==> src/rtl/serial_addsub_n.sv <==
// serial_addsub_n: LSB-first bit-serial inc/add/sub/dec of WIDTH-bit words.
// Ports: clk, reset (async, active-low), in_valid, start, mode[1:0], a_bit, b_bit
//        -> out_valid, sum_bit, last (combinational), cout, cout_valid (registered).
// Optional: define SERIAL_ADDSUB_OVF_EN to add the registered ovf output.
module serial_addsub_n #(
  parameter int WIDTH = 4
) (
  input  logic       clk,
  input  logic       reset,
  input  logic       in_valid,
  input  logic       start,
  input  logic [1:0] mode,
  input  logic       a_bit,
  input  logic       b_bit,
  output logic       out_valid,
  output logic       sum_bit,
  output logic       last,
  output logic       cout,
  output logic       cout_valid
`ifdef SERIAL_ADDSUB_OVF_EN
  ,
  output logic       ovf
`endif
);

  localparam int CW = (WIDTH > 2) ? $clog2(WIDTH) : 1;
  localparam logic [CW-1:0] CNT_MAX = CW'(WIDTH - 1);
  localparam logic [CW-1:0] CNT_ONE = CW'(1);

  localparam logic [1:0] M_INC = 2'b00;
  localparam logic [1:0] M_ADD = 2'b01;
  localparam logic [1:0] M_SUB = 2'b10;
  localparam logic [1:0] M_DEC = 2'b11;

  typedef enum logic {
    IDLE,
    RUN
  } state_t;

  state_t        state;
  logic [CW-1:0] cnt;
  logic          carry;
  logic [1:0]    mode_q;

  logic          acc;
  logic          is_last;
  logic [1:0]    eff_mode;
  logic          bp;
  logic          cin;
  logic          sum_raw;
  logic          c_next;

  // Reset gating keeps every output at 0 while reset is held low.
  assign acc = reset & in_valid & (start | (state == RUN));
  assign is_last = acc & ~start & (cnt == CNT_MAX);

  assign eff_mode = start ? mode : mode_q;

  always_comb begin
    bp  = 1'b0;
    cin = carry;
    unique case (eff_mode)
      M_INC: bp = 1'b0;
      M_ADD: bp = b_bit;
      M_SUB: bp = ~b_bit;
      M_DEC: bp = 1'b1;
      default: bp = 1'b0;
    endcase
    if (start) begin
      cin = (mode == M_INC) | (mode == M_SUB);
    end
  end

  assign sum_raw = a_bit ^ bp ^ cin;
  assign c_next  = (a_bit & bp) | (a_bit & cin) | (bp & cin);

  assign out_valid = acc;
  assign sum_bit   = acc & sum_raw;
  assign last      = is_last;

  always_ff @(posedge clk or negedge reset) begin
    if (!reset) begin
      state      <= IDLE;
      cnt        <= '0;
      carry      <= 1'b0;
      mode_q     <= M_INC;
      cout       <= 1'b0;
      cout_valid <= 1'b0;
    end else begin
      // A start beat during RUN simply restarts the frame: is_last
      // stays low, so the abandoned word never reports.
      cout_valid <= is_last;
      if (acc) begin
        carry <= c_next;
        if (start) begin
          mode_q <= mode;
          cnt    <= CNT_ONE;
          state  <= RUN;
        end else if (is_last) begin
          cnt   <= '0;
          state <= IDLE;
        end else begin
          cnt <= cnt + CNT_ONE;
        end
      end
      if (is_last) begin
        cout <= c_next;
      end
    end
  end

`ifdef SERIAL_ADDSUB_OVF_EN
  // Overflow: carry into the MSB differs from carry out of it.
  always_ff @(posedge clk or negedge reset) begin
    if (!reset) begin
      ovf <= 1'b0;
    end else if (is_last) begin
      ovf <= cin ^ c_next;
    end
  end
`endif

endmodule

==> config.mk <==
export PLATFORM = sky130hd
export DESIGN_NAME = serial_addsub_n
export DESIGN_NICKNAME = d
export VERILOG_FILES = /design/src/rtl/serial_addsub_n.sv
export SDC_FILE = /design/constraint.sdc
export NUM_CORES = 1
export LEC_CHECK = 0
export CAP_MARGIN = 40
export CORE_AREA = 10 10 47 49
export DETAILED_ROUTE_END_ITERATION = 10
export DIE_AREA = 0 0 57 59
export SYNTH_ARGS = -nofsm -noshare
export SYNTH_HDL_FRONTEND = slang
export SYNTH_SLANG_ARGS = --single-unit
export TNS_END_PERCENT = 10
==> constraint.sdc <==
create_clock -name clk -period 6.65 [get_ports clk]
set_input_delay 1.6625 -clock clk [delete_from_list [all_inputs] [get_ports clk]]
set_output_delay 1.6625 -clock clk [all_outputs]
set_load 0.01 [all_outputs]
==> key figures <==
Status
  • Outcome: finished, final reports clean

Route
  • Vias/cell: between 4 and 5
  • Drt initial violations: 1
  • Post-route ant nets: 0
  • DR DRC count: 0
  • Routed via count: roughly 290
  • Routed wire per std cell: between 10 and 15 um
  • Routed WL: between 700 and 800 um
  • First drt pass iteration count: 2

Cells and area
  • Antenna Cells: 0
  • NumNets Final: between 50 and 60
  • FILL cells: 148
  • Synth-to-Final Area Change: 35.59%
  • Share of cells above drive strength 1: between 10% and 20%
  • Reg area: 200.2 um^2
  • Multi-input logic area: approximately 210 um^2
  • Fin util: between 40% and 50%

Clock tree
  • CTS tree: yes
  • CTS Buf Count: 3
  • Hold-fix buffers, CTS: 0
  • CTS max path bufs: 2
  • Reg clk slew, reported paths: ~0.050 ns
  • Root buf cell: clkbuf_4
  • Clock Sinks: 8
  • Worst-skew pair later-pin latency: ~0.26 ns
  • H-tree levels: 1
  • Post-CTS setup buffer count: 0
  • # resized after CTS: 0

Global route
  • First-pass GRT wire length: roughly 1.5 mm
  • Vias in the first global route: about 340
  • Global Route Usage Sum: 5.839%
  • Initial antenna violation count: 0
  • Remaining global-route overflow: 0
  • Largest net degree at the start of global routing: 12

Pwr
  • Leak: between 0.2 and 0.3 nW
  • Pint: 0.0001090 W
  • Comb power frac: ~30%
  • P_sw: between 0.00004 and 0.00005 W
  • Switching Fraction: between 20% and 30%
  • Clock share of power: between 20 and 25%
  • Sequential power share: between 40% and 50%
  • Power Density: between 200 and 300 mW/mm^2
  • Maximum vdd drop: about 0.17 mV

STA
  • Final Cycle Share: between 80% and 90%
  • Max_slew headroom: between 60% and 70%
  • Layout Skew: about 0.0040 ns
  • Max-slew violation count: 0
  • Finish-stage setup viols: 0
  • Slew @ Worst Pin: 0.5108 ns
  • RSZ-0062 raised after global routing: false
  • Max Clock Freq: between 150 and 200 MHz
  • Fin. Hold Viols: 0
  • Setup tns final: 0 ns
  • Crit path setup slack, layout: between 0.8 and 0.9 ns
  • Fin crit period: 5.759 ns

Floorplan
  • Die Area: ~0.0034 mm^2
  • Core Rows: 14
  • Core area: 0.001401 mm^2
  • Die H: a little under 60 um
  • # IOs: 13
  • Die X: 57 um
  • Starting Density: 30.36%

Placed design
  • GP Congestion: 0.6360
  • DP Wirelength: between 600 and 700 um
  • I/O Buffers: 12
  • Worst slack at placement: 0.8687 ns

Yosys
  • Sequential fraction of the synthesis area: between 40% and 50%
  • Mux cell area share after synthesis: 20.00%
  • Cells after Synth: 33
  • Synth warn: 0
  • Cell variety after synth: 17
  • Synth Area in Simple Gates: 13.53%
  • Synth top area share: 47.06%
  • Largest family of logic cells by synthesized area: multiplexers
  • Syn Std Cell Area: ~430 um^2
  • Synth Area in Adders: 7.647%
  • Xor and xnor area share after synthesis: 0%
  • Compound-cell area share of the yosys netlist: 7.353%
  • FF+latch count, synth: 8
  • Largest area contributor in the netlist: dfrtp_1
  • Top cells by area, synth: dfrtp_1 (47%), mux2_2 (7.9%), mux4_1 (6.2%), o211ai_4 (5.0%), fa_1 (4.7%)
  • Mapped Nets: 43
  • Syn_area_per_cell: ~13 um^2

Critical path
  • Worst setup SP type: primary input
  • Crit path DAT: roughly 4 ns
  • Worst-path maximum fanout: 7
  • Worst Setup End Kind: output pin
  • Worst setup path class: primary input to output pin
  • Required @ worst endpoint: between 4 and 5 ns

Flow run
  • Max cap viols: 0

Worst hold path
  • Hold Crit Class: register to register
-- power groups by stage --
stage	registers, W	clock network, W	logic, W
floorplan	0.0000697	0	0.0000282
global placement	0.0000699	0	0.0000450
detailed placement	0.0000701	0	0.0000462
CTS	0.0000693	0.0000396	0.0000462
global route	0.0000716	0.0000406	0.0000532
finish	0.0000691	0.0000372	0.0000450
-- registers in the layout (all words and copies together) (netlist names) --
register,flops
carry,1
cnt,2
cout,1
cout_valid,1
mode_q,2
state,1
-- critical path, stage by stage --
cell and delay, ns:
clkdlybuf4s50_1 0.69, mux4_1 0.62, fa_1 0.48, and2_1 0.11, clkdlybuf4s50_1 0.53
-- cells in the final DEF, fill, tap and decap left out --
master	instances
mux4_1	1
nand2_1	4
mux2_4	1
mux2i_1	1
ha_1	1
and2_1	1
clkdlybuf4s50_1	12
mux2_2	3
inv_1	2
nand2b_1	1
nor2_1	2
o21ai_0	2
o211ai_4	1
dfrtp_1	8
clkbuf_4	3
nor3b_2	1
nand3_1	2
fa_1	1
-- layout make-up --
cell class                      count  area share, %
Inverter                            2          1.302
Tap cell                           16          3.471
Multi-Input combinational cell     22          35.79
Clock buffer                        3          3.905
Timing Repair Buffer               12          20.82
Sequential cell                     8          34.71
-- stage by stage --
step                      std cells  hold slack, ns   power (W)  cell area (um^2)
after floorplan                  33          0.4538  0.00009784             425.4
after global placement           60          0.4764   0.0001149             554.3
after detailed placement         60          0.4864   0.0001163             554.3
after CTS                        63          0.5001   0.0001551             576.8
after global routing             63          0.5166   0.0001655             576.8
final                            63          0.4915   0.0001513             576.8
-- routing by layer --
metal	global-route usage, %	wire [um]	vias up
met2	8.527	344	10
li1	-	-	142
met3	4.506	81	4
met5	0	0	-
met4	4.027	29	0
met1	5.589	324	135
-- path summary, 6_finish.rpt --
kind                                  startpoint                    end  slack [ns]  cells past startpoint
max reg2reg                mode_q[1]$_DFFE_PN0P_      carry$_DFFE_PN0P_        5.00                      3
min reg2reg                   cnt[1]$_DFFE_PN0P_     cnt[1]$_DFFE_PN0P_        0.49                      2
min in group asynchronous                  reset   cout_valid$_DFF_PN0_        1.75                      1
min                           cnt[1]$_DFFE_PN0P_     cnt[1]$_DFFE_PN0P_        0.49                      2
max                                        start                sum_bit        0.89                      5
max in group asynchronous                  reset  mode_q[0]$_DFFE_PN0P_        4.56                      1
-- cells in the mapped netlist --
library cell / n
fa_1: 1
nand2_1: 4
mux4_1: 1
ha_1: 1
mux2i_1: 1
o211ai_4: 1
buf_6: 1
nor2_1: 2
dfrtp_1: 8
inv_1: 2
nand2b_1: 1
nand3_1: 2
and2_1: 1
mux2_4: 1
o21ai_0: 2
nor3b_2: 1
mux2_2: 3
-- cells by family after synthesis --
family / after synthesis
compound gates: 3
fa+ha+maj: 2
buf+inv: 3
flops: 8
mux: 6
simple gates: 11
No activity file was read; power rests on OpenSTA's default activity.
